==> src/rtl/mrd_pkg.sv <==
// Shared widths, frame-checker state and sample record for the denormalizing output buffer.
package mrd_pkg;
    localparam int DATA_W  = 18;
    localparam int EXP_W   = 4;
    localparam int DPTS_W  = 12;
    localparam int SHIFT_W = 33;

    typedef enum logic {ST_IDLE, ST_IN_FRAME} frm_state_t;

    typedef struct packed {
        logic signed [DATA_W-1:0] re;
        logic signed [DATA_W-1:0] im;
        logic                     sat;
        logic                     sop;
        logic                     eop;
        logic [DPTS_W-1:0]        dpts;
    } mrd_smp_t;

    // Returns {overflow, result}; the wide shift cannot itself overflow for exp <= 15.
    function automatic logic [DATA_W:0] denorm(input logic signed [DATA_W-1:0] v,
                                               input logic [EXP_W-1:0] e,
                                               input logic sat_en);
        logic signed [SHIFT_W-1:0] wide;
        logic                      ovf;
        logic [DATA_W-1:0]         res;
        wide = {{(SHIFT_W-DATA_W){v[DATA_W-1]}}, v};
        wide = wide << e;
        ovf  = !((&wide[SHIFT_W-1:DATA_W-1]) || (~|wide[SHIFT_W-1:DATA_W-1]));
        res  = wide[DATA_W-1:0];
        if (ovf && sat_en)
            res = wide[SHIFT_W-1] ? {1'b1, {(DATA_W-1){1'b0}}} : {1'b0, {(DATA_W-1){1'b1}}};
        return {ovf, res};
    endfunction
endpackage

==> src/rtl/mrd_out_denorm_fifo_if.sv <==
// Source-side and sink-side stream signals of the denormalizing output buffer.
interface mrd_out_denorm_fifo_if;
    import mrd_pkg::*;
    logic                     in_valid, in_ready, in_sop, in_eop;
    logic signed [DATA_W-1:0] in_real, in_imag;
    logic [EXP_W-1:0]         in_exp;
    logic [DPTS_W-1:0]        in_dftpts;
    logic                     out_valid, out_ready, out_sop, out_eop, out_sat;
    logic signed [DATA_W-1:0] out_real, out_imag;
    logic [DPTS_W-1:0]        out_dftpts;
    logic                     frame_err;

    modport slave (
        input  in_valid, in_sop, in_eop, in_real, in_imag, in_exp, in_dftpts, out_ready,
        output in_ready, out_valid, out_sop, out_eop, out_sat, out_real, out_imag,
               out_dftpts, frame_err
    );
    modport master (
        output in_valid, in_sop, in_eop, in_real, in_imag, in_exp, in_dftpts, out_ready,
        input  in_ready, out_valid, out_sop, out_eop, out_sat, out_real, out_imag,
               out_dftpts, frame_err
    );
endinterface

==> src/rtl/mrd_sync_fifo.sv <==
// Synchronous FIFO with extra-bit pointers and a registered head-of-queue output.
module mrd_sync_fifo #(
    parameter int WIDTH = 8,
    parameter int DEPTH = 16
) (
    input  logic                     clk,
    input  logic                     rst_n,
    input  logic                     wr,
    input  logic [WIDTH-1:0]         din,
    input  logic                     rd,
    output logic [WIDTH-1:0]         dout,
    output logic                     valid,
    output logic [$clog2(DEPTH):0]   count
);
    localparam int AW = $clog2(DEPTH);

    logic [AW:0]      wr_ptr_q, wr_ptr_d, rd_ptr_q, rd_ptr_d;
    logic [WIDTH-1:0] mem_q [DEPTH];
    logic [WIDTH-1:0] dout_q, dout_d;
    logic             empty, full, wr_en, rd_en;

    assign empty = (wr_ptr_q == rd_ptr_q);
    assign full  = (wr_ptr_q[AW] != rd_ptr_q[AW]) && (wr_ptr_q[AW-1:0] == rd_ptr_q[AW-1:0]);
    assign wr_en = wr & ~full;
    assign rd_en = rd & ~empty;
    assign count = wr_ptr_q - rd_ptr_q;
    assign valid = ~empty;
    assign dout  = dout_q;

    // Preload the next head; a write landing on the head slot only happens into an empty queue.
    always_comb begin
        wr_ptr_d = wr_ptr_q + {{AW{1'b0}}, wr_en};
        rd_ptr_d = rd_ptr_q + {{AW{1'b0}}, rd_en};
        dout_d   = mem_q[rd_ptr_d[AW-1:0]];
        if (wr_en && (wr_ptr_q[AW-1:0] == rd_ptr_d[AW-1:0]))
            dout_d = din;
    end

    always_ff @(posedge clk or negedge rst_n) begin
        if (!rst_n) begin
            wr_ptr_q <= '0;
            rd_ptr_q <= '0;
            dout_q   <= '0;
        end else begin
            wr_ptr_q <= wr_ptr_d;
            rd_ptr_q <= rd_ptr_d;
            dout_q   <= dout_d;
        end
    end

    always_ff @(posedge clk) begin
        if (wr_en)
            mem_q[wr_ptr_q[AW-1:0]] <= din;
    end
endmodule

==> src/rtl/mrd_out_denorm_fifo.sv <==
// Frame checker + exponent denormalization stage feeding an output FIFO.
module mrd_out_denorm_fifo
    import mrd_pkg::*;
#(
    parameter int FIFO_DEPTH = 16,
    parameter bit SAT_EN     = 1'b1
) (
    input  logic                  clk,
    input  logic                  rst_n,
    mrd_out_denorm_fifo_if.slave  bus
);
    localparam int AW = $clog2(FIFO_DEPTH);

    frm_state_t        state_q, state_d;
    logic [DPTS_W-1:0] cnt_q, cnt_d, dpts_q, dpts_d;
    logic [EXP_W-1:0]  exp_q, exp_d;
    logic              err_q, err_d, rdy_en_q;
    mrd_smp_t          stg_q, stg_d, fifo_dout;
    logic              stg_vld_q, stg_vld_d, fifo_vld, acc, fwd, hit;
    logic [AW:0]       fifo_cnt;
    logic [AW+1:0]     occ;
    logic [EXP_W-1:0]  cur_exp;
    logic [DPTS_W-1:0] cur_dpts, n_cnt;
    logic [DATA_W:0]   dn_re, dn_im;

    // The stage slot is counted so a sample in flight always has a FIFO entry waiting for it.
    assign occ          = {1'b0, fifo_cnt} + {{(AW+1){1'b0}}, stg_vld_q};
    assign bus.in_ready = rdy_en_q & (occ < (AW+2)'(FIFO_DEPTH));
    assign acc          = bus.in_valid & bus.in_ready;

    always_comb begin
        state_d   = state_q;
        cnt_d     = cnt_q;
        exp_d     = exp_q;
        dpts_d    = dpts_q;
        err_d     = 1'b0;
        stg_vld_d = 1'b0;
        fwd       = 1'b0;
        cur_exp   = bus.in_sop ? bus.in_exp    : exp_q;
        cur_dpts  = bus.in_sop ? bus.in_dftpts : dpts_q;
        n_cnt     = bus.in_sop ? DPTS_W'(1)    : cnt_q + DPTS_W'(1);
        hit       = (n_cnt == cur_dpts);
        dn_re     = denorm(bus.in_real, cur_exp, SAT_EN);
        dn_im     = denorm(bus.in_imag, cur_exp, SAT_EN);
        stg_d.re   = dn_re[DATA_W-1:0];
        stg_d.im   = dn_im[DATA_W-1:0];
        stg_d.sat  = dn_re[DATA_W] | dn_im[DATA_W];
        stg_d.sop  = bus.in_sop;
        stg_d.eop  = bus.in_eop | hit;
        stg_d.dpts = cur_dpts;
        if (acc) begin
            if (bus.in_sop) begin
                fwd    = 1'b1;
                err_d  = (state_q == ST_IN_FRAME);
                exp_d  = bus.in_exp;
                dpts_d = bus.in_dftpts;
            end else if (state_q == ST_IN_FRAME) begin
                fwd = 1'b1;
            end else begin
                err_d = 1'b1;
            end
            // Frame closes on eop or on reaching its length; disagreement of the two is an error.
            if (fwd) begin
                stg_vld_d = 1'b1;
                cnt_d     = n_cnt;
                state_d   = stg_d.eop ? ST_IDLE : ST_IN_FRAME;
                if (bus.in_eop != hit)
                    err_d = 1'b1;
            end
        end
    end

    always_ff @(posedge clk or negedge rst_n) begin
        if (!rst_n) begin
            state_q   <= ST_IDLE;
            cnt_q     <= '0;
            exp_q     <= '0;
            dpts_q    <= '0;
            err_q     <= 1'b0;
            rdy_en_q  <= 1'b0;
            stg_q     <= '0;
            stg_vld_q <= 1'b0;
        end else begin
            state_q   <= state_d;
            cnt_q     <= cnt_d;
            exp_q     <= exp_d;
            dpts_q    <= dpts_d;
            err_q     <= err_d;
            rdy_en_q  <= 1'b1;
            stg_q     <= stg_d;
            stg_vld_q <= stg_vld_d;
        end
    end

    mrd_sync_fifo #(.WIDTH($bits(mrd_smp_t)), .DEPTH(FIFO_DEPTH)) u_fifo (
        .clk   (clk),
        .rst_n (rst_n),
        .wr    (stg_vld_q),
        .din   (stg_q),
        .rd    (bus.out_ready),
        .dout  (fifo_dout),
        .valid (fifo_vld),
        .count (fifo_cnt)
    );

    assign bus.out_valid  = fifo_vld;
    assign bus.out_real   = fifo_dout.re;
    assign bus.out_imag   = fifo_dout.im;
    assign bus.out_sat    = fifo_dout.sat;
    assign bus.out_sop    = fifo_dout.sop;
    assign bus.out_eop    = fifo_dout.eop;
    assign bus.out_dftpts = fifo_dout.dpts;
    assign bus.frame_err  = err_q;
endmodule

==> src/flat_wrapper.sv <==
// flat-port wrapper written by rule: the top's interface ports become plain ports
module mrd_out_denorm_fifo_flat import mrd_pkg::*;
#(
    parameter int FIFO_DEPTH = 16,
    parameter bit SAT_EN     = 1'b1
)
  (clk, rst_n, bus_in_valid, bus_in_sop, bus_in_eop, bus_in_real, bus_in_imag, bus_in_exp, bus_in_dftpts, bus_out_ready, bus_in_ready, bus_out_valid, bus_out_sop, bus_out_eop, bus_out_sat, bus_out_real, bus_out_imag, bus_out_dftpts, bus_frame_err);
  mrd_out_denorm_fifo_if bus_i ();
  input  logic clk;
  input  logic rst_n;
  input wire logic [$bits(bus_i.in_valid)-1:0] bus_in_valid;
  input wire logic [$bits(bus_i.in_sop)-1:0] bus_in_sop;
  input wire logic [$bits(bus_i.in_eop)-1:0] bus_in_eop;
  input wire logic [$bits(bus_i.in_real)-1:0] bus_in_real;
  input wire logic [$bits(bus_i.in_imag)-1:0] bus_in_imag;
  input wire logic [$bits(bus_i.in_exp)-1:0] bus_in_exp;
  input wire logic [$bits(bus_i.in_dftpts)-1:0] bus_in_dftpts;
  input wire logic [$bits(bus_i.out_ready)-1:0] bus_out_ready;
  output wire logic [$bits(bus_i.in_ready)-1:0] bus_in_ready;
  output wire logic [$bits(bus_i.out_valid)-1:0] bus_out_valid;
  output wire logic [$bits(bus_i.out_sop)-1:0] bus_out_sop;
  output wire logic [$bits(bus_i.out_eop)-1:0] bus_out_eop;
  output wire logic [$bits(bus_i.out_sat)-1:0] bus_out_sat;
  output wire logic [$bits(bus_i.out_real)-1:0] bus_out_real;
  output wire logic [$bits(bus_i.out_imag)-1:0] bus_out_imag;
  output wire logic [$bits(bus_i.out_dftpts)-1:0] bus_out_dftpts;
  output wire logic [$bits(bus_i.frame_err)-1:0] bus_frame_err;
  assign bus_i.in_valid = bus_in_valid;
  assign bus_i.in_sop = bus_in_sop;
  assign bus_i.in_eop = bus_in_eop;
  assign bus_i.in_real = bus_in_real;
  assign bus_i.in_imag = bus_in_imag;
  assign bus_i.in_exp = bus_in_exp;
  assign bus_i.in_dftpts = bus_in_dftpts;
  assign bus_i.out_ready = bus_out_ready;
  assign bus_in_ready = bus_i.in_ready;
  assign bus_out_valid = bus_i.out_valid;
  assign bus_out_sop = bus_i.out_sop;
  assign bus_out_eop = bus_i.out_eop;
  assign bus_out_sat = bus_i.out_sat;
  assign bus_out_real = bus_i.out_real;
  assign bus_out_imag = bus_i.out_imag;
  assign bus_out_dftpts = bus_i.out_dftpts;
  assign bus_frame_err = bus_i.frame_err;
  mrd_out_denorm_fifo #(.FIFO_DEPTH(FIFO_DEPTH), .SAT_EN(SAT_EN)) u_core (.clk(clk), .rst_n(rst_n), .bus(bus_i));
endmodule
==> config.mk <==
export PLATFORM = sky130hd
export DESIGN_NAME = mrd_out_denorm_fifo_flat
export DESIGN_NICKNAME = d
export VERILOG_FILES = /design/src/rtl/mrd_pkg.sv /design/src/rtl/mrd_out_denorm_fifo_if.sv /design/src/rtl/mrd_sync_fifo.sv /design/src/rtl/mrd_out_denorm_fifo.sv /design/src/flat_wrapper.sv
export SDC_FILE = /design/constraint.sdc
export NUM_CORES = 1
export LEC_CHECK = 0
export CAP_MARGIN = 40
export CELL_PAD_IN_SITES_DETAIL_PLACEMENT = 1
export CELL_PAD_IN_SITES_GLOBAL_PLACEMENT = 1
export CORE_MARGIN = 4
export CORE_UTILIZATION = 55
export DETAILED_ROUTE_END_ITERATION = 8
export DONT_BUFFER_PORTS = 1
export PLACE_DENSITY = 0.8
export SLEW_MARGIN = 20
export SYNTH_ARGS = -nofsm -noshare
export SYNTH_HDL_FRONTEND = slang
export SYNTH_SLANG_ARGS = --single-unit
==> constraint.sdc <==
create_clock -name clk -period 7 [get_ports clk]
set_input_delay 1.4 -clock clk [delete_from_list [all_inputs] [get_ports clk]]
set_output_delay 1.4 -clock clk [all_outputs]
set_load 0.05 [all_outputs]
==> impl_metrics.env, run 1 <==
export IMPL_hold_viol_final=0
export IMPL_synth_nets=1965
export IMPL_grt_start_max_net_pins=145
export IMPL_cp_arrival_ns=5.43
export IMPL_reg2reg_to="u_core.u_fifo.dout[33]"
export IMPL_synth_avg_cell_area_um2=20.70
export IMPL_setup_viol=0
export IMPL_cts_resized=0
export IMPL_die_h_um=275.0
export IMPL_drt_pre_antenna_iters=5
export IMPL_dieArea_mm2=0.07561
export IMPL_root_buffer="clkbuf_16"
export IMPL_period_share_pct=69.94
export IMPL_core_area_mm2=0.07039
export IMPL_io_pins=112
export IMPL_crit_fanout=85
export IMPL_startpoint="u_core.u_fifo.wr_ptr_q[3]"
export IMPL_place_hpwl_um=54570
export IMPL_worstMarginPinSlew_ns=0.8411
export IMPL_num_fill_cells=5781
export IMPL_std_cell_rows=97
export IMPL_reg2reg_setup_slack_ns=2.10
export IMPL_cts_sinks=960
export IMPL_hold_buffers=0
export IMPL_leakage_nw=14.42
export IMPL_cts_setup_buffers=0
export IMPL_critPathLaunchType="flip-flop"
export IMPL_critPathCaptureType="flip-flop"
export IMPL_dr_first_iter_drc_count=2569
export IMPL_avgViaCountPerCell=6.774
export IMPL_antenna_found_initial=2
export IMPL_syn_inst=1894
export IMPL_seq_area_frac_synth_pct=71.70
export IMPL_finalWeightedCongestion=0.8583
export IMPL_pwr_density_cell_mw_per_mm2=432.2
export IMPL_grt_ovfl_total=0
export IMPL_drc=0
export IMPL_setup_tns_ns=0
export IMPL_io_buffers=0
export IMPL_syn_area_mm2=0.03920
export IMPL_status="complete, no violations"
export IMPL_synthFlopType="edfxtp_1"
export IMPL_grt_pass1_vias=21250
export IMPL_rsz0062_at_grt="false"
export IMPL_htree_levels=3
export IMPL_cts_tree="yes"
export IMPL_async_reset_ff_share_pct=15.00
export IMPL_multiInputGateArea_mm2=0.01066
export IMPL_die_w_um=275.0
export IMPL_routedWlPerCell_um=34.93
export IMPL_routed_wl_um=103400
export IMPL_pre_cts_ws_ns=2.193
export IMPL_synth_edff_count=816
export IMPL_register_area_mm2=0.02811
export IMPL_start_util_pct=55.69
export IMPL_rr_worst_depth=10
export IMPL_ys_ff_latch=960
export IMPL_crit_type="flip-flop to flip-flop"
export IMPL_finClkSkew_ns=0.03065
export IMPL_synth_warnings=0
export IMPL_vdd_drop_max_v=0.0003571
export IMPL_drv_cap=0
export IMPL_drive_above_1_share_pct=30.59
export IMPL_setup_slack_ns=2.105
export IMPL_drv_slew=0
export IMPL_clk_latency_ns=0.65
export IMPL_vias=20060
export IMPL_cts_buffers=94
export IMPL_grt_usage_pct=27.87
export IMPL_timing_fmax_ghz=0.2043
export IMPL_worstReg2RegStart="u_core.u_fifo.wr_ptr_q[3]"
export IMPL_finalCriticalPeriod_ns=4.895
export IMPL_grt_pass1_wl_um=150900
export IMPL_clk_pin_slew_ns=0.07
export IMPL_worstPathRequired_ns=7.53
export IMPL_max_slew_margin_pct=43.93
export IMPL_postRouteAntennaNets=0
export IMPL_clock_path_buffers=3
export IMPL_area_growth_pct=11.98
export IMPL_yosys_cell_types_count=75
export IMPL_hp_class="input pin to asynchronous set/reset pin"
export IMPL_nets=2011
## kinds of logic after synthesis
family	synth area share (%)
muxes	20.33
DFF	71.70
AOI/OAI and AO/OA	2.777
other	0.009567
xor gates and xnor gates	0.6703
adders and majority gates	0.4341
buffers and inverters	1.491
and+or+nand+nor	2.582
## per-layer routing
| layer | global-route usage, % | vias to the layer above | wire, µm |
|---|---|---|---|
| met5 | 0 | - | 17 |
| met4 | 7.883 | 2 | 3016 |
| met3 | 5.922 | 189 | 9186 |
| met2 | 46.01 | 1209 | 52160 |
| met1 | 38.44 | 10720 | 39040 |
| li1 | - | 7941 | - |
## placed cells by master (no fill, tap or decap), types with 7 or more instances in the layout
| cell type | count |
|---|---|
| o21ai_0 | 21 |
| bufinv_16 | 8 |
| clkinv_2 | 18 |
| buf_16 | 11 |
| mux2_2 | 77 |
| inv_1 | 19 |
| or2_2 | 11 |
| a21oi_1 | 24 |
| dfrtp_1 | 144 |
| or4_1 | 7 |
| xnor2_1 | 21 |
| clkbuf_8 | 8 |
| nor2_1 | 32 |
| a211oi_1 | 11 |
| a21bo_1 | 8 |
| clkinv_1 | 13 |
| nor2_4 | 12 |
| a22o_1 | 8 |
| clkbuf_1 | 19 |
| xor2_1 | 7 |
| nand3_1 | 16 |
| edfxtp_1 | 816 |
| clkbuf_16 | 96 |
| nand2_1 | 70 |
| ha_1 | 10 |
| and2_1 | 7 |
| mux4_2 | 285 |
| buf_12 | 10 |
| buf_4 | 30 |
| mux2i_1 | 60 |
## worst max-delay path by stage
| stage | endpoint | slack (ns) | cells after the start |
|---|---|---|---|
| after CTS | u_core.u_fifo.dout[34] | 2.04 | 10 |
| after floorplan | u_core.u_fifo.mem_q[0][0] | 1.63 | 5 |
| after global routing | u_core.u_fifo.dout[34] | 1.88 | 10 |
| after detailed placement | u_core.u_fifo.dout[33] | 2.19 | 10 |
| after global placement | u_core.u_fifo.dout[35] | 2.19 | 9 |
| final | u_core.u_fifo.dout[33] | 2.10 | 10 |
## through the flow
| stage | instances | power, mW | hold WS [ns] | area [µm²] | utilization [%] |
|---|---|---|---|---|---|
| global route | 2960 | 19.72 | 0.4136 | 43890 | 62.35 |
| detailed placement | 2778 | 13.78 | 0.4793 | 40690 | 57.81 |
| floorplan | 1894 | 12.22 | 0.4492 | 39200 | - |
| global placement | 2764 | 13.51 | 0.4632 | 40360 | 57.33 |
| finish | 2961 | 18.97 | 0.4507 | 43890 | 62.36 |
| CTS | 2954 | 19.05 | 0.4131 | 43790 | 62.21 |
## flip-flops by register name, summed over array words and instances (netlist names)
name                    flops
u_core.u_fifo.mem_q       816
u_core.stg_q               51
u_core.u_fifo.dout         51
u_core.cnt_q               12
u_core.dpts_q              12
u_core.u_fifo.rd_ptr_q      5
u_core.u_fifo.wr_ptr_q      5
u_core.exp_q                4
u_core.bus.frame_err        1
u_core.rdy_en_q             1
u_core.state_q              1
u_core.stg_vld_q            1
## cell usage after synthesis (4+ instances only)
cell type,instances,area [µm²]
nor4_1,6,37.54
nand2b_1,6,37.54
buf_6,6,67.56
inv_1,19,71.32
mux4_2,285,6419
xnor2_1,23,201.4
a21oi_1,24,120.1
o221ai_1,4,35.03
nand3_1,16,80.08
dfrtp_1,144,3603
edfxtp_1,816,24500
nand4_1,5,31.28
buf_1,17,63.81
buf_2,10,50.05
a21bo_1,8,80.08
a31oi_1,5,31.28
or4_1,7,52.55
xor2_1,7,61.31
and4_1,5,43.79
and2_1,7,43.79
a32o_1,6,60.06
nor3_1,11,55.05
o21ai_0,21,105.1
nor2_1,44,165.2
clkbuf_1,65,244.0
a22o_1,8,70.07
ha_1,12,150.1
mux2_2,77,867.1
nand2_1,70,262.8
or2_2,11,68.82
a211oi_1,11,82.58
mux2i_1,60,600.6
and3_1,6,37.54
## power by group
group          switching (mW)  internal, mW  total [mW]  leakage, nW
logic                    2.97          3.15        6.13         3.83
registers                1.00          6.72        7.72         9.08
clock network            2.21          2.91        5.12         1.51
## layout make-up
| type | instances | area share, % |
|---|---|---|
| antenna | 1 | 0.005701 |
| clock buffer | 123 | 5.886 |
| clock inverter | 53 | 1.172 |
| inverter | 19 | 0.1625 |
| multi-input combinational | 810 | 24.29 |
| sequential | 960 | 64.03 |
| tap | 940 | 2.679 |
| timing repair buffer | 55 | 1.770 |
## critical path, stage by stage, from the launching register on
cell      delay (ns)
dfrtp_1         0.55
ha_1            0.46
nand4_1         0.15
nand2b_1        0.45
and2_1          0.34
ha_4            0.17
ha_4            0.74
buf_12          0.48
mux4_2          0.42
mux4_2          0.52
mux2_2          0.29
No activity file was read; power rests on OpenSTA's default activity.
==> inputs of run 2 (changes only) <==
clock period = 4.71 ns   (was 7 ns; I/O delays follow)
==> run 2 against run 1 <==
Combinational power grew 54%. Cell count about the same. Sequential power grew 49%. Critical endpoint is now bus_in_ready. Hold slack got worse by 0.19 ns. Highest routed layer unchanged. Design area grew 0.24%.
==> impl_metrics.env, run 2 (synthesis gave the netlist of run 1 again) <==
export IMPL_status="complete, no violations"
export IMPL_rsz0062_at_grt="false"
export IMPL_drv_slew=0
export IMPL_grt_pass1_wl_um=153400
export IMPL_whs_ns=0.2651
export IMPL_reg2reg_setup_slack_ns=0.58
export IMPL_intPower_mw=19.28
export IMPL_wl_met3_um=9745
export IMPL_avgViaCountPerCell=6.858
export IMPL_postRouteAntennaNets=0
export IMPL_largest_reg_flops=816
export IMPL_vias=20310
export IMPL_setup_viol=0
export IMPL_drv_cap=0
export IMPL_crit_fanout=5
export IMPL_dieArea_mm2=0.07561
export IMPL_timing_fmax_ghz=0.2398
export IMPL_worstMarginPinSlew_ns=0.9151
export IMPL_instances_no_fill=2962
export IMPL_cts_buffers=93
export IMPL_layout_commonest_cell="edfxtp_1"
export IMPL_grt_pass1_vias=21470
export IMPL_final_cell_area_mm2=0.04400
export IMPL_antenna_found_initial=5
export IMPL_cts_sinks=960
export IMPL_finalCriticalPeriod_ns=4.171
export IMPL_critPathLaunchType="flip-flop"
export IMPL_rr_worst_depth=13
export IMPL_clock_path_buffers=3
export IMPL_vdd_drop_max_v=0.0003991
export IMPL_dr_first_iter_drc_count=2680
export IMPL_wirelength_met1_um=39670
export IMPL_std_cell_rows=97
export IMPL_drc=0
export IMPL_routedWlPerCell_um=35.28
export IMPL_worstReg2RegStart="u_core.u_fifo.wr_ptr_q[0]"
export IMPL_reg2reg_to="u_core.u_fifo.dout[48]"
export IMPL_die_w_um=275.0
export IMPL_io_pins=112
export IMPL_crit_type="flip-flop to output port"
export IMPL_combPwrFrac_pct=32.8
export IMPL_finClkSkew_ns=0.03212
export IMPL_setup_slack_ns=0.5392
export IMPL_worstPathRequired_ns=3.77
export IMPL_clk_pin_slew_ns=0.06
export IMPL_io_buffers=0
export IMPL_dp_cells=2784
export IMPL_drt_pre_antenna_iters=5
export IMPL_period_share_pct=88.55
export IMPL_setup_tns_ns=0
export IMPL_grt_usage_pct=28.30
export IMPL_hp_class="input pin to asynchronous set/reset pin"
export IMPL_routed_wl_um=104500
export IMPL_cts_resized=0
export IMPL_max_slew_margin_pct=38.99
export IMPL_hold_viol_final=0
export IMPL_htree_levels=3
export IMPL_grt_ovfl_total=0
export IMPL_die_h_um=275.0
export IMPL_total_power_mw=28.69
export IMPL_fin_util_pct=62.50
export IMPL_critPathCaptureType="output port"
export IMPL_layout_common_cells="edfxtp_1 (816), mux4_2 (285), dfrtp_1 (144)"
export IMPL_drive_above_1_share_pct=30.91
export IMPL_dpl_instance_area_mm2=0.04076
export IMPL_area_growth_pct=12.24
export IMPL_finalWeightedCongestion=0.8944
export IMPL_place_hpwl_um=53500
export IMPL_leakage_nw=14.45
export IMPL_pwr_density_cell_mw_per_mm2=652.0
export IMPL_grt_start_max_net_pins=145
export IMPL_diodes=0
export IMPL_p_sw_mw=9.409
export IMPL_cts_tree="yes"
export IMPL_core_area_mm2=0.07039
export IMPL_p_sw_share_pct=32.80
export IMPL_cp_arrival_ns=3.23
export IMPL_pre_cts_ws_ns=0.5729
export IMPL_seqPwrFrac_pct=40.0
export IMPL_clkPwrFrac_pct=27.2
export IMPL_clk_latency_ns=0.67
export IMPL_routed_top_layer="met5"
export IMPL_start_util_pct=55.69
export IMPL_root_buffer="clkbuf_16"
export IMPL_dr_wl_met2_um=52150
export IMPL_nets=2012
==> run 2: layout make-up <==
cell class / count / area [µm²]
clock buffer: 115 / 2502
clock inverter: 61 / 678.2
fill: 5742 / 26390
inverter: 19 / 71.32
multi-input combinational: 810 / 10690
sequential: 960 / 28110
tap: 940 / 1176
timing repair buffer: 57 / 772.0
==> run 2: how the worst max path moves through the flow <==
stage	depth (start not counted)	start	to	slack (ns)
final	8	u_core.u_fifo.wr_ptr_q[0]	bus_in_ready	0.54
after global routing	13	u_core.u_fifo.wr_ptr_q[0]	u_core.u_fifo.dout[48]	0.42
after CTS	8	u_core.u_fifo.wr_ptr_q[0]	bus_in_ready	0.55
after floorplan	11	u_core.u_fifo.wr_ptr_q[1]	u_core.u_fifo.dout[0]	0.47
after global placement	8	bus_in_sop	u_core.stg_q[16]	0.78
after detailed placement	8	bus_in_sop	u_core.stg_q[29]	0.57
==> run 2: critical path, stage by stage, from the launching register on <==
cell     delay, ns
dfrtp_1       0.45
inv_1         0.19
ha_1          0.21
inv_1         0.07
fa_1          0.42
a21o_1        0.22
a21oi_1       0.18
xor2_1        0.17
o311a_1       0.66
==> run 2: timing repair <==
action,in CTS,in global routing
hold buffers,1,0
endpoints found under the hold margin,144,0
buffers inserted,0,0
==> run 2: metal layers <==
layer  vias to the layer above  track usage, %
met2                      1331           46.19
li1                       7932               -
met4                         8           8.543
met1                     10860           39.54
met5                         -               0
met3                       185           5.625
==> run 2: power groups by stage <==
stage                     Sequential (mW)  Combinational [mW]  Clock, mW
final                                11.5                9.41       7.81
after global placement               11.6                8.84          0
after detailed placement             11.6                9.10          0
after CTS                            11.5                9.46       7.91
after global routing                 11.5                9.97       8.30
after floorplan                      11.3                6.85          0
==> inputs of run 3 (changes only) <==
SYNTH_HIERARCHICAL = 1   (was unset)
==> run 3 against run 2 <==
Core utilization hardly changed. Worst setup slack better by 0.049 ns. Combinational power is 3.3% higher. Clock power is 2.8% lower. Wire length is 4.7% lower.
==> impl_metrics.env, run 3 <==
export IMPL_worstReg2RegStart="u_core/u_fifo/wr_ptr_q[2]"
export IMPL_rr_worst_depth=11
export IMPL_cts_tree="yes"
export IMPL_clk_pin_slew_ns=0.06
export IMPL_crit_chain="ha_1 -> and4_1 -> nand2_1 -> and2_1 -> ha_4 -> ha_4 -> buf_12 -> mux4_2 -> mux2i_1 -> mux2i_1 -> mux2_1"
export IMPL_core_area_mm2=0.07015
export IMPL_io_pins=112
export IMPL_rsz0062_at_grt="false"
export IMPL_leakage_nw=14.95
export IMPL_grt_usage_pct=27.04
export IMPL_die_w_um=274.1
export IMPL_dpl_instance_area_mm2=0.04071
export IMPL_synth_warnings=6
export IMPL_syn_area_mm2=0.03893
export IMPL_routed_wl_um=99560
export IMPL_std_cell_rows=97
export IMPL_antenna_found_initial=1
export IMPL_cp_buffers_inverters=1
export IMPL_synth_common_cells="edfxtp_1 (816), mux2i_1 (226), mux4_2 (206)"
export IMPL_dr_wl_met2_um=50050
export IMPL_place_hpwl_um=53600
export IMPL_fin_util_pct=62.52
export IMPL_critPathTopFamily="adder cells"
export IMPL_finalWeightedCongestion=0.8852
export IMPL_synthFlopType="edfxtp_1"
export IMPL_drv_cap=0
export IMPL_synth_nets=2081
export IMPL_drv_slew=0
export IMPL_crit_fanout=68
export IMPL_drive_above_1_share_pct=21.95
export IMPL_drt_pre_antenna_iters=5
export IMPL_pwr_density_cell_mw_per_mm2=661.7
export IMPL_htree_levels=3
export IMPL_drc=0
export IMPL_max_stage_delay_ns=0.63
export IMPL_root_buffer="clkbuf_16"
export IMPL_critPathLaunchType="flip-flop"
export IMPL_io_buffers=0
export IMPL_clock_path_buffers=3
export IMPL_seq_area_frac_synth_pct=72.19
export IMPL_vdd_drop_max_v=0.0004994
export IMPL_final_cell_area_mm2=0.04386
export IMPL_cp_arrival_ns=4.65
export IMPL_yosys_area_top_type="edfxtp_1"
export IMPL_avgViaCountPerCell=6.527
export IMPL_finalCriticalPeriod_ns=4.122
export IMPL_yosys_cell_types_count=68
export IMPL_grt_start_max_net_pins=145
export IMPL_status="complete, no violations"
export IMPL_async_reset_ff_share_pct=15.00
export IMPL_cts_buffers=93
export IMPL_grt_pass1_vias=21530
export IMPL_dieArea_mm2=0.07511
export IMPL_synth_avg_cell_area_um2=19.37
export IMPL_setup_viol=0
export IMPL_postRouteAntennaNets=0
export IMPL_hold_viol_final=0
export IMPL_whs_ns=0.2494
export IMPL_critPathSlowestCell="dfrtp_1"
export IMPL_period_share_pct=87.51
export IMPL_yosysTopAreaCellShare_pct=62.93
export IMPL_worstPathRequired_ns=5.24
export IMPL_cp_depth=11
export IMPL_critPathCaptureType="flip-flop"
export IMPL_clk_latency_ns=0.65
export IMPL_dp_cells=2902
export IMPL_routedWlPerCell_um=32.36
export IMPL_nets=2130
export IMPL_setup_tns_ns=0
export IMPL_area_growth_pct=12.64
export IMPL_yosys_top_cells_area="edfxtp_1 (63%), mux4_2 (12%), dfrtp_1 (9.3%)"
export IMPL_cts_sinks=960
export IMPL_grt_pass1_wl_um=148200
export IMPL_max_slew_margin_pct=38.13
export IMPL_crit_type="flip-flop to flip-flop"
export IMPL_diodes=0
export IMPL_timing_fmax_ghz=0.2426
export IMPL_wirelength_met1_um=39330
export IMPL_routed_top_layer="met4"
export IMPL_startpoint="u_core/u_fifo/wr_ptr_q[2]"
export IMPL_layout_common_cells="edfxtp_1 (816), mux2i_1 (223), mux4_2 (206)"
export IMPL_start_util_pct=55.50
export IMPL_finClkSkew_ns=0.01635
export IMPL_syn_inst=2010
export IMPL_instances_no_fill=3077
export IMPL_grt_ovfl_total=0
export IMPL_wl_met3_um=7521
export IMPL_worstMarginPinSlew_ns=0.9281
export IMPL_hp_class="input pin to asynchronous set/reset pin"
export IMPL_synth_edff_count=816
export IMPL_ys_ff_latch=960
export IMPL_synth_most_common_cell="edfxtp_1"
export IMPL_layout_commonest_cell="edfxtp_1"
export IMPL_dr_first_iter_drc_count=2199
export IMPL_vias=20080
export IMPL_cts_resized=0
export IMPL_largest_reg_flops=816
export IMPL_die_h_um=274.1
-- run 3: layer usage --
metal	vias to the layer above	global-route usage [%]
li1	8228	-
met1	10690	37.67
met2	964	45.30
met3	198	4.069
met4	0	7.680
met5	-	0
-- run 3: cell type report --
class	instances	area [µm²]
Inverter	29	108.9
Fill cell	5947	26290
Timing Repair Buffer	66	968.4
Clock inverter	46	515.5
Multi-Input combinational cell	909	10400
Clock buffer	127	2579
Tap cell	940	1176
Sequential cell	960	28110
-- run 3: kinds of logic after synthesis --
family	Yosys count	synth area share (%)
adders and majority gates	13	0.4370
other	1	0.009631
xor gates and xnor gates	30	0.6749
and+or+nand+nor	202	2.426
AOI/OAI and AO/OA	155	2.683
buffers and inverters	141	1.636
muxes	508	19.94
DFF	960	72.19
-- run 3: stage by stage --
step | setup WS (ns) | power, mW
floorplan | 0.8594 | 18.49
global placement | 0.7032 | 20.97
detailed placement | 0.6339 | 21.41
CTS | 0.5587 | 29.24
global route | 0.3628 | 30.29
finish | 0.5882 | 29.02
-- run 3: path summary, 6_finish.rpt --
path	to	slack [ns]
max in group asynchronous	u_core/u_fifo/dout[25]	3.68
min in group clk	u_core/stg_q[32]	0.33
worst min register to register	u_core/dpts_q[3]	0.49
worst max register to register	u_core/u_fifo/dout[37]	0.59
worst max-delay path	u_core/u_fifo/dout[37]	0.59
worst min-delay path	u_core/cnt_q[1]	0.25
-- run 3: worst reg2reg max path: stages, from the launching register on --
cell	delay (ns)
dfrtp_1	0.63
ha_1	0.51
and4_1	0.20
nand2_1	0.06
and2_1	0.22
ha_4	0.18
ha_4	0.54
buf_12	0.39
mux4_2	0.52
mux2i_1	0.25
mux2i_1	0.16
mux2_1	0.34
-- run 3: power by group --
part,internal [mW],switching [mW],total (mW)
Combinational,4.56,5.15,9.72
Sequential,10.2,1.55,11.7
Clock,4.40,3.19,7.59
Total,19.1,9.89,29.0
-- run 3: what timing repair did --
action                     4_1_cts  5_1_grt
hold endpoints to repair       144        0
setup endpoints to repair        0        0
hold buffers                     1        0
buffers inserted                 0        0
